[config.mk]
export PLATFORM = sky130hd
export DESIGN_NAME = demod_stream_ctrl_flat
export DESIGN_NICKNAME = d
export VERILOG_FILES = /design/src/rtl/demod_pkg.sv /design/src/rtl/demod_stream_ctrl_if.sv /design/src/rtl/sample_hold_reg.sv /design/src/rtl/demod_stream_ctrl.sv /design/src/flat_wrapper.sv
export SDC_FILE = /design/constraint.sdc
export NUM_CORES = 1
export LEC_CHECK = 0
export CORE_UTILIZATION = 40
export DETAILED_ROUTE_END_ITERATION = 10
export HOLD_SLACK_MARGIN = 0.12
export PLACE_DENSITY = 0.65
export SKIP_LAST_GASP = 1
export SLEW_MARGIN = 20
export SYNTH_ARGS = -nofsm -noshare
export SYNTH_HDL_FRONTEND = slang
export SYNTH_SLANG_ARGS = --single-unit
export TNS_END_PERCENT = 5
[constraint.sdc]
create_clock -name clk -period 3.5 [get_ports clk]
set_clock_uncertainty 0.2 [all_clocks]
set_input_delay 0.525 -clock clk [delete_from_list [all_inputs] [get_ports clk]]
set_output_delay 0.525 -clock clk [all_outputs]
set_load 0.01 [all_outputs]
[src/rtl/demod_pkg.sv]
// Shared types and constants for the demodulator stream controller slice.
package demod_pkg;

  typedef enum logic [2:0] {
    ST_IDLE       = 3'd0,
    ST_WAIT_IN    = 3'd1,
    ST_ISSUE      = 3'd2,
    ST_WAIT_RES   = 3'd3,
    ST_LOAD       = 3'd4,
    ST_WAIT_SPLIT = 3'd5
  } state_e;

  localparam int DEF_WIDTH       = 16;
  localparam int DEF_TIMEOUT_CYC = 1024;
  localparam int DEF_CNT_W       = 16;

  // Packed word layout {I, Q} at the default sample width
  localparam int I_MSB = 2 * DEF_WIDTH - 1;
  localparam int Q_MSB = DEF_WIDTH - 1;

endpackage

[src/rtl/demod_stream_ctrl_if.sv]
// Merge-input, demodulator and serializer signals of the stream controller.
interface demod_stream_ctrl_if #(
  parameter int WIDTH = demod_pkg::DEF_WIDTH
);

  logic                   merge_finished_i;
  logic [2*WIDTH-1:0]     merge_data_i;
  logic                   dem_valid_o;
  logic [2*WIDTH-1:0]     dem_data_o;
  logic                   dem_ready_i;
  logic                   dem_res_valid_i;
  logic [WIDTH-1:0]       dem_res_i;
  logic                   split_load_o;
  logic [2*WIDTH-1:0]     split_data_o;
  logic                   split_busy_i;

  modport master (
    input  merge_finished_i,
    input  merge_data_i,
    output dem_valid_o,
    output dem_data_o,
    input  dem_ready_i,
    input  dem_res_valid_i,
    input  dem_res_i,
    output split_load_o,
    output split_data_o,
    input  split_busy_i
  );

  modport slave (
    output merge_finished_i,
    output merge_data_i,
    input  dem_valid_o,
    input  dem_data_o,
    output dem_ready_i,
    output dem_res_valid_i,
    output dem_res_i,
    input  split_load_o,
    input  split_data_o,
    output split_busy_i
  );

endinterface

[src/rtl/sample_hold_reg.sv]
// Single-entry holding register for words arriving while the pipeline is busy,
// with saturating drop counter and sticky overrun flag.
module sample_hold_reg #(
  parameter int DW    = 32,
  parameter int CNT_W = 16
) (
  input  logic             clk,
  input  logic             rst,
  input  logic             clear,
  input  logic             push,
  input  logic             pop,
  input  logic [DW-1:0]    wr_data,
  output logic [DW-1:0]    rd_data,
  output logic             full,
  output logic [CNT_W-1:0] drop_cnt,
  output logic             overrun
);

  logic [DW-1:0]    data_r;
  logic             full_r;
  logic [CNT_W-1:0] drop_cnt_r;
  logic             overrun_r;

  // Entry, full flag and drop statistics; a push with a same-cycle pop refills the entry
  always_ff @(posedge clk or negedge rst) begin
    if (!rst) begin
      data_r     <= {DW{1'b0}};
      full_r     <= 1'b0;
      drop_cnt_r <= {CNT_W{1'b0}};
      overrun_r  <= 1'b0;
    end else if (clear) begin
      full_r <= 1'b0;
    end else if (push && (!full_r || pop)) begin
      data_r <= wr_data;
      full_r <= 1'b1;
    end else if (push) begin
      if (drop_cnt_r != {CNT_W{1'b1}}) begin
        drop_cnt_r <= drop_cnt_r + CNT_W'(1);
      end
      overrun_r <= 1'b1;
    end else if (pop) begin
      full_r <= 1'b0;
    end else begin
      full_r <= full_r;
    end
  end

  assign rd_data  = data_r;
  assign full     = full_r;
  assign drop_cnt = drop_cnt_r;
  assign overrun  = overrun_r;

endmodule

[src/rtl/demod_stream_ctrl.sv]
// Sequences merged {I,Q} words through the FM demodulator (or loopback) into the
// UART serializer, with one-word overflow buffering and a result timeout.
module demod_stream_ctrl
  import demod_pkg::*;
#(
  parameter int WIDTH       = DEF_WIDTH,
  parameter int TIMEOUT_CYC = DEF_TIMEOUT_CYC,
  parameter int CNT_W       = DEF_CNT_W
) (
  input  logic                clk,
  input  logic                rst,
  input  logic                start_i,
  input  logic                loopback_i,
  demod_stream_ctrl_if.master bus,
  output logic [CNT_W-1:0]    sample_cnt_o,
  output logic [CNT_W-1:0]    drop_cnt_o,
  output logic                overrun_o,
  output logic                timeout_o
);

  localparam int TO_W = (TIMEOUT_CYC > 2) ? $clog2(TIMEOUT_CYC) : 1;
  localparam logic [TO_W-1:0] TO_LAST = TO_W'(TIMEOUT_CYC - 1);

  state_e               state_r;
  logic                 mode_r;
  logic [2*WIDTH-1:0]   work_r;
  logic [2*WIDTH-1:0]   split_data_r;
  logic                 dem_valid_r;
  logic                 split_load_r;
  logic [TO_W-1:0]      to_cnt_r;
  logic [CNT_W-1:0]     sample_cnt_r;
  logic                 timeout_r;

  logic                 hold_full_s;
  logic [2*WIDTH-1:0]   hold_data_s;
  logic                 push_s;
  logic                 pop_s;
  logic                 clear_s;
  logic [2*WIDTH-1:0]   in_word_s;

  // Route incoming pulses to the holding register; in WAIT_IN an empty holder lets words pass straight through
  always_comb begin
    clear_s = 1'b0;
    push_s  = 1'b0;
    pop_s   = 1'b0;
    if (!start_i) begin
      clear_s = 1'b1;
    end else if (state_r == ST_WAIT_IN) begin
      pop_s  = hold_full_s;
      push_s = bus.merge_finished_i && hold_full_s;
    end else if (state_r != ST_IDLE) begin
      push_s = bus.merge_finished_i;
    end else begin
      push_s = 1'b0;
    end
  end

  // Older held word always has priority over the word arriving this cycle
  always_comb begin
    in_word_s = bus.merge_data_i;
    if (hold_full_s) begin
      in_word_s = hold_data_s;
    end else begin
      in_word_s = bus.merge_data_i;
    end
  end

  sample_hold_reg #(
    .DW    (2 * WIDTH),
    .CNT_W (CNT_W)
  ) u_hold (
    .clk      (clk),
    .rst      (rst),
    .clear    (clear_s),
    .push     (push_s),
    .pop      (pop_s),
    .wr_data  (bus.merge_data_i),
    .rd_data  (hold_data_s),
    .full     (hold_full_s),
    .drop_cnt (drop_cnt_o),
    .overrun  (overrun_o)
  );

  // Main sequencing FSM with registered handshake and load outputs
  always_ff @(posedge clk or negedge rst) begin
    if (!rst) begin
      state_r      <= ST_IDLE;
      mode_r       <= 1'b0;
      work_r       <= {(2*WIDTH){1'b0}};
      split_data_r <= {(2*WIDTH){1'b0}};
      dem_valid_r  <= 1'b0;
      split_load_r <= 1'b0;
      to_cnt_r     <= {TO_W{1'b0}};
      sample_cnt_r <= {CNT_W{1'b0}};
      timeout_r    <= 1'b0;
    end else begin
      split_load_r <= 1'b0;
      if (!start_i) begin
        state_r     <= ST_IDLE;
        dem_valid_r <= 1'b0;
      end else begin
        case (state_r)
          ST_IDLE: begin
            mode_r  <= loopback_i;
            state_r <= ST_WAIT_IN;
          end
          ST_WAIT_IN: begin
            if (hold_full_s || bus.merge_finished_i) begin
              work_r <= in_word_s;
              if (mode_r) begin
                split_data_r <= in_word_s;
                state_r      <= ST_LOAD;
              end else begin
                dem_valid_r <= 1'b1;
                state_r     <= ST_ISSUE;
              end
            end else begin
              state_r <= ST_WAIT_IN;
            end
          end
          ST_ISSUE: begin
            if (dem_valid_r && bus.dem_ready_i) begin
              dem_valid_r <= 1'b0;
              to_cnt_r    <= {TO_W{1'b0}};
              state_r     <= ST_WAIT_RES;
            end else begin
              state_r <= ST_ISSUE;
            end
          end
          ST_WAIT_RES: begin
            if (bus.dem_res_valid_i) begin
              split_data_r <= {bus.dem_res_i, {WIDTH{1'b0}}};
              state_r      <= ST_LOAD;
            end else if (to_cnt_r == TO_LAST) begin
              timeout_r <= 1'b1;
              state_r   <= ST_WAIT_IN;
            end else begin
              to_cnt_r <= to_cnt_r + TO_W'(1);
            end
          end
          ST_LOAD: begin
            split_load_r <= 1'b1;
            sample_cnt_r <= sample_cnt_r + CNT_W'(1);
            state_r      <= ST_WAIT_SPLIT;
          end
          ST_WAIT_SPLIT: begin
            if (!bus.split_busy_i) begin
              state_r <= ST_WAIT_IN;
            end else begin
              state_r <= ST_WAIT_SPLIT;
            end
          end
          default: begin
            state_r     <= ST_IDLE;
            dem_valid_r <= 1'b0;
          end
        endcase
      end
    end
  end

  assign bus.dem_valid_o  = dem_valid_r;
  assign bus.dem_data_o   = work_r;
  assign bus.split_load_o = split_load_r;
  assign bus.split_data_o = split_data_r;
  assign sample_cnt_o     = sample_cnt_r;
  assign timeout_o        = timeout_r;

endmodule

[src/flat_wrapper.sv]
// flat-port wrapper written by rule: the top's interface ports become plain ports
module demod_stream_ctrl_flat import demod_pkg::*;
#(
  parameter int WIDTH       = DEF_WIDTH,
  parameter int TIMEOUT_CYC = DEF_TIMEOUT_CYC,
  parameter int CNT_W       = DEF_CNT_W
)
  (clk, rst, start_i, loopback_i, sample_cnt_o, drop_cnt_o, overrun_o, timeout_o, bus_merge_finished_i, bus_merge_data_i, bus_dem_valid_o, bus_dem_data_o, bus_dem_ready_i, bus_dem_res_valid_i, bus_dem_res_i, bus_split_load_o, bus_split_data_o, bus_split_busy_i);
  demod_stream_ctrl_if #(.WIDTH(WIDTH)) bus_i ();
  input  logic clk;
  input  logic rst;
  input  logic start_i;
  input  logic loopback_i;
  output logic [CNT_W-1:0] sample_cnt_o;
  output logic [CNT_W-1:0] drop_cnt_o;
  output logic overrun_o;
  output logic timeout_o;
  input wire logic [$bits(bus_i.merge_finished_i)-1:0] bus_merge_finished_i;
  input wire logic [$bits(bus_i.merge_data_i)-1:0] bus_merge_data_i;
  output wire logic [$bits(bus_i.dem_valid_o)-1:0] bus_dem_valid_o;
  output wire logic [$bits(bus_i.dem_data_o)-1:0] bus_dem_data_o;
  input wire logic [$bits(bus_i.dem_ready_i)-1:0] bus_dem_ready_i;
  input wire logic [$bits(bus_i.dem_res_valid_i)-1:0] bus_dem_res_valid_i;
  input wire logic [$bits(bus_i.dem_res_i)-1:0] bus_dem_res_i;
  output wire logic [$bits(bus_i.split_load_o)-1:0] bus_split_load_o;
  output wire logic [$bits(bus_i.split_data_o)-1:0] bus_split_data_o;
  input wire logic [$bits(bus_i.split_busy_i)-1:0] bus_split_busy_i;
  assign bus_i.merge_finished_i = bus_merge_finished_i;
  assign bus_i.merge_data_i = bus_merge_data_i;
  assign bus_dem_valid_o = bus_i.dem_valid_o;
  assign bus_dem_data_o = bus_i.dem_data_o;
  assign bus_i.dem_ready_i = bus_dem_ready_i;
  assign bus_i.dem_res_valid_i = bus_dem_res_valid_i;
  assign bus_i.dem_res_i = bus_dem_res_i;
  assign bus_split_load_o = bus_i.split_load_o;
  assign bus_split_data_o = bus_i.split_data_o;
  assign bus_i.split_busy_i = bus_split_busy_i;
  demod_stream_ctrl #(.WIDTH(WIDTH), .TIMEOUT_CYC(TIMEOUT_CYC), .CNT_W(CNT_W)) u_core (.clk(clk), .rst(rst), .start_i(start_i), .loopback_i(loopback_i), .bus(bus_i), .sample_cnt_o(sample_cnt_o), .drop_cnt_o(drop_cnt_o), .overrun_o(overrun_o), .timeout_o(timeout_o));
endmodule
==> results of run 1 <==
## timing repair
action                                 4_1_cts  5_1_grt
hold buffers                                 1        0
gates resized for setup                      0        0
endpoints found under the hold margin       99        0
## cell families after synthesis
logic type	after synthesis	share of synthesized area
adders and majority gates	3	0.00575
DFF	147	0.564
xor gates and xnor gates	23	0.0309
AOI/OAI and AO/OA	124	0.112
buffers and inverters	45	0.0313
and+or+nand+nor	192	0.142
muxes	70	0.114
## through the flow
step | util | setup WS, ns | hold slack, ns | instance area, sq um | power, mW
after floorplan | - | 1.42 | 0.0294 | 6520 | 3.44
after global placement | 0.521 | 0.512 | 0.261 | 8270 | 4.45
after detailed placement | 0.521 | 0.475 | 0.265 | 8270 | 4.53
after CTS | 0.556 | 0.915 | 0.276 | 8820 | 6.26
after global routing | 0.556 | 0.740 | 0.293 | 8820 | 6.58
final | 0.556 | 0.906 | 0.269 | 8820 | 6.20
## cell usage after synthesis, types with 2 or more instances
cell      instances  share of area
nand2b_1          4         0.0038
nor2b_1           2         0.0019
nand2_1          93          0.054
and2_1            2         0.0019
mux2_2           35          0.060
dfrtp_1         147           0.56
nor4b_1           2         0.0027
xnor2_1          13          0.017
o31ai_1          19          0.022
o21bai_1          2         0.0023
clkbuf_1         14         0.0081
and3_1            7         0.0067
mux2i_1          34          0.052
a22o_1            2         0.0027
o21ai_0          59          0.045
a31oi_1           2         0.0019
nand3_1          13          0.010
a21oi_1          24          0.018
ha_1              3         0.0058
nor2_1           37          0.021
nand4_1           8         0.0077
nor3_1            6         0.0046
buf_2            19          0.015
xor2_1           10          0.013
buf_4             3         0.0035
o21ai_1           4         0.0031
or3_1             4         0.0038
inv_1             8         0.0046
## report_power, final
group | switching, mW | internal [mW] | total (mW)
clock | 0.665 | 1.04 | 1.70
sequential | 0.378 | 2.29 | 2.67
combinational | 0.773 | 1.05 | 1.83
total | 1.82 | 4.38 | 6.20
## final cells by class
cell class	count	area, sq um	area share
clock buffer	24	492	0.0557
timing repair buffer	164	1650	0.187
sequential	147	3680	0.417
multi-input combinational	412	2650	0.301
tap	216	270	0.0306
clock inverter	5	52.6	0.00595
inverter	8	30.0	0.00340
## layer usage
layer / GRT usage / vias to the layer above / wire length, microns
met5: 0 / - / 0
met1: 0.246 / 2479 / 6840
met2: 0.321 / 129 / 7330
met3: 0.0808 / 13 / 1250
met4: 0.0622 / 0 / 146
li1: - / 2392 / -
## worst min-delay path by stage
stage / to / from / cells after the start / slack [ns]
after global placement: u_core.sample_cnt_o[15] / u_core.sample_cnt_o[15] / 1 / 0.26
final: u_core.sample_cnt_o[15] / u_core.sample_cnt_o[15] / 1 / 0.27
after CTS: u_core.sample_cnt_o[15] / u_core.sample_cnt_o[15] / 1 / 0.28
after global routing: u_core.timeout_o / u_core.timeout_o / 1 / 0.29
after floorplan: u_core.bus.dem_data_o[0] / rst / 0 / 0.03
after detailed placement: u_core.sample_cnt_o[15] / u_core.sample_cnt_o[15] / 1 / 0.26
## sequential cells by signal, indices dropped and copies added (netlist names)
| register | flops |
|---|---|
| u_core.bus.dem_data_o | 32 |
| u_core.bus.split_data_o | 32 |
| u_core.u_hold.rd_data | 32 |
| u_core.sample_cnt_o | 16 |
| u_core.u_hold.drop_cnt | 16 |
| u_core.to_cnt_r | 10 |
| u_core.state_r | 3 |
| u_core.bus.dem_valid_o | 1 |
| u_core.bus.split_load_o | 1 |
| u_core.mode_r | 1 |
| u_core.timeout_o | 1 |
| u_core.u_hold.full | 1 |
| u_core.u_hold.overrun | 1 |
## worst reg2reg max path: stages (launching register included)
cell and delay, ns:
dfrtp_1 0.53, and3b_2 0.30, and2_1 0.19, o21ai_4 0.65, buf_4 0.40, o21ai_0 0.15
==> results.toml, run 1 <==
[run_status]
status = "complete, no violations"

[synthesis]
synth-async-reset-ratio = 1.00
synth_seq_area_share = 0.564
syn_area_sq_um = 6520
ys_warn_count = 0
ys_seq_elements = 147
synth_edf_count = 0
syn-num-nets = 663
synthFlopType = "dfrtp_1"
syn-mean-instance-area_sq_um = 10.8
netlist-cell-type-count = 56
synth_cells = 604

[layout]
finalNonFillerCells = 976
mostFrequentLayoutCell = "clkdlybuf4s50_1"
area_growth_pct = 35.3
diodes = 0
drive_gt1_frac = 0.111
layout_common_cells = "clkdlybuf4s50_1, dfrtp_1, nand2_1"
fillerInstances = 1378
nNetsFinal = 809

[cts]
root_buffer = "clkbuf_16"
clkLatencyLatePin_ns = 0.42
clkSinkCount = 147
clk_pin_slew_ns = 0.06
cts_tree = "yes"
numCtsBuffers = 17
cts.htree.levels = 4
post_cts_buffers = 0
cts_buffer_depth = 2

[setup_path]
reg2reg_depth = 5
crit_chain = "clkdlybuf4s50_1 > nor2_1 > nor4b_1 > o21ai_4 > buf_4 > o31ai_1"
r2r_end = "u_core.bus.split_data_o[23]"
timing.rr.start = "u_core.state_r[1]"
critPathLaunch = "bus_merge_finished_i"
worstPathMaxFanout = 28
path_buf_inv = 2
r2r_slack_ns = 0.95
critPathKind = "in2reg"
crit_required_ns = 3.62
path_depth = 6
max_stage_delay_ns = 0.59
critPathLaunchType = "input port"
arrival_ns = 2.71
crit_path_end = "u_core.bus.split_data_o[0]"
crit_slowest_cell = "nor4b_1"
worst_path_dominant_cell_family = "buffers and inverters"
critPathCaptureType = "flip-flop"

[floorplan]
io_pins = 156
dieHeight_microns = 130
rows = 46
design.core.area_sq_um = 15900
die-width_microns = 130
start_util = 0.411
die-area_sq_um = 16800

[global_routing]
globalRouteOverflowTotal = 0
grt_max_degree = 101
first_global_vias = 5113
grtUsageTotal = 0.200
antenna_found_initial = 0
grt_pass1_wl_mm = 25.8

[sta]
final.period_utilization = 0.741
layout_min_cycle_time_ns = 2.59
setup_viol = 0
maxSlewHeadroom = 0.378
final.setup.tns_ns = 0
hold_viol = 0
maxSlewViolCount = 0
rsz0062_at_grt = "false"
max_freq_ghz = 0.386
tightest_slew_ns = 0.934

[route]
vias = 5013
routed_wl_mm = 15.6
viasPerCell = 5.14
wl_per_cell_microns = 16.0
drt_iter0_drc = 253
drt_pass1_iterations = 4
antenna_left = 0
drc = 0

[power_and_ir_drop]
power.leakage_nw = 3.79
ir_worst_vdd_v = 0.000420
pwr_density_cell_nw_per_um2 = 702

[placement]
gp_congestion = 0.764
numPortBuffers = 155
dp_hpwl_mm = 10.5
dp_cells = 946

[job]
max_cap_viol_count = 0

[min_path]
hold_path_class = "reg2reg"
Note: power is estimated with default switching activity, not from simulation.
==> run 2, diff against run 1 <==
==> constraint.sdc (replaced) <==
create_clock -name clk -period 2.45 [get_ports clk]
set_clock_uncertainty 0.2 [all_clocks]
set_input_delay 0.3675 -clock clk [delete_from_list [all_inputs] [get_ports clk]]
set_output_delay 0.3675 -clock clk [all_outputs]
set_load 0.01 [all_outputs]
==> run 2 against run 1 <==
- sequential share of layout area down 0.85 points
- largest power group unchanged
- hold slack barely moved
- critical endpoint is now u_core.to_cnt_r[3]
- via count is 0.28% higher
==> results.toml, run 2 (synthesis results as in run 1) <==
[run_status]
status = "complete, no violations"

[floorplan]
die-area_sq_um = 16800
die-width_microns = 130
start_util = 0.411
io_pins = 156
design.core.area_sq_um = 15900
rows = 46
dieHeight_microns = 130

[setup_path]
critPathLaunch = "u_core.to_cnt_r[0]"
max_stage_delay_ns = 0.45
critPathCaptureType = "flip-flop"
crit_required_ns = 2.55
crit_slowest_cell = "a221o_1"
critPathLaunchType = "flip-flop"
crit_chain = "ha_1 > nand3_1 > nor3_1 > buf_4 > a221o_1 > a21o_1 > a22o_1"
timing.rr.start = "u_core.to_cnt_r[0]"
arrival_ns = 2.30
worstPathMaxFanout = 10
critPathKind = "reg2reg"

[route]
drt_pass1_iterations = 4
viasPerCell = 5.05
antenna_left = 0
vias = 5027
routed_wl_mm = 15.6
drc = 0
wl_per_cell_microns = 15.7
drt_iter0_drc = 195

[job]
max_cap_viol_count = 0

[sta]
layout_min_cycle_time_ns = 2.20
setup_viol = 0
tightest_slew_ns = 0.568
maxSlewViolCount = 0
maxSlewHeadroom = 0.621
final.period_utilization = 0.897
rsz0062_at_grt = "false"
max_freq_ghz = 0.455
setup_ws_ns = 0.253
hold_viol = 0

[cts]
cts.htree.levels = 4
clk_pin_slew_ns = 0.06
root_buffer = "clkbuf_16"
cts_tree = "yes"
numCtsBuffers = 17
clkLatencyLatePin_ns = 0.42
post_cts_buffers = 0
cts_buffer_depth = 2
clkSinkCount = 147

[layout]
drive_gt1_frac = 0.133
nNetsFinal = 828
mostFrequentLayoutCell = "clkdlybuf4s50_1"
area_growth_pct = 38.1
diodes = 0
final_area_sq_um = 9010
layout_common_cells = "clkdlybuf4s50_1, dfrtp_1, nand2_1"
fillerInstances = 1392

[global_routing]
grt_max_degree = 65
globalRouteOverflowTotal = 0
grt_pass1_wl_mm = 25.6
first_global_vias = 5024
grtUsageTotal = 0.198
antenna_found_initial = 0

[placement]
placed_cell_area_sq_um = 8460
pre_cts_ws_ns = -0.0224
gp_congestion = 0.761
dp_hpwl_mm = 10.9
numPortBuffers = 155

[min_path]
hold_path_class = "reg2reg"
min_from = "u_core.sample_cnt_o[15]"

[power_and_ir_drop]
power.leakage_nw = 3.89
pwr_density_cell_nw_per_um2 = 980
ir_worst_vdd_v = 0.000568
run 2: metal layers:
metal,global-route usage,share of wire
met3,0.0734,0.078
met1,0.247,0.44
met4,0.0705,0.010
met5,0,0
met2,0.318,0.48
run 2: what timing repair did:
action | in CTS | in global routing
gates resized for setup | 0 | 0
endpoints found under the hold margin | 56 | 0
hold buffers | 1 | 0
endpoints found under the setup margin | 0 | 0
run 2: critical path, delay by kind of cell, from the launching register on:
family,cells,cell delay (ns)
AND/OR/NAND/NOR,2,0.23
buffers and inverters,1,0.15
adder cells (fa/ha/maj),1,0.24
flip-flops,1,0.42
AO/OA/AOI/OAI,3,0.84
run 2: power breakdown:
group | leakage (nW) | internal, mW | switching [mW]
sequential | 1.88 | 3.27 | 0.544
clock | 0.255 | 1.41 | 0.965
combinational | 1.75 | 1.53 | 1.11
total | 3.89 | 6.21 | 2.62
run 2: final timing paths:
path | depth (start not counted) | to | slack, ns
setup / recovery | 7 | u_core.to_cnt_r[3] | 0.25
max in group asynchronous | 3 | u_core.bus.split_data_o[31] | 1.01
setup reg to reg | 7 | u_core.to_cnt_r[3] | 0.25
hold reg to reg | 1 | u_core.sample_cnt_o[15] | 0.27
hold / removal | 1 | u_core.sample_cnt_o[15] | 0.27
min in group asynchronous | 2 | u_core.to_cnt_r[2] | 0.31
run 2: layout make-up:
type | instances | area, sq um | area share
sequential | 147 | 3680 | 0.408
multi-input combinational | 412 | 2650 | 0.294
timing repair buffer | 183 | 1840 | 0.204
clock buffer | 21 | 450 | 0.0500
tap | 216 | 270 | 0.0300
clock inverter | 9 | 85.1 | 0.00944
inverter | 8 | 30.0 | 0.00333
run 2: metrics by stage:
step           cells  hold WS (ns)  total power [mW]   util  setup TNS [ns]
2_1_floorplan    604        -0.128              4.91      -               0
3_3_place_gp     965         0.184              6.40  0.533               0
3_5_place_dp     965         0.188              6.52  0.533         -0.0429
4_1_cts          996         0.273              8.93  0.567               0
5_1_grt          996         0.291              9.38  0.567               0
6_report         996         0.270              8.83  0.567               0
==> run 3, diff against run 2 <==
--- a/config.mk
+++ b/config.mk
@@ -5,6 +5,7 @@
 export SDC_FILE = /design/constraint.sdc
 export NUM_CORES = 1
 export LEC_CHECK = 0
+export CAP_MARGIN = 30
 export CORE_UTILIZATION = 40
 export DETAILED_ROUTE_END_ITERATION = 10
 export HOLD_SLACK_MARGIN = 0.12
==> results of run 3 <==
No change in the layout: final DEF, timing and power equal those of run 2.
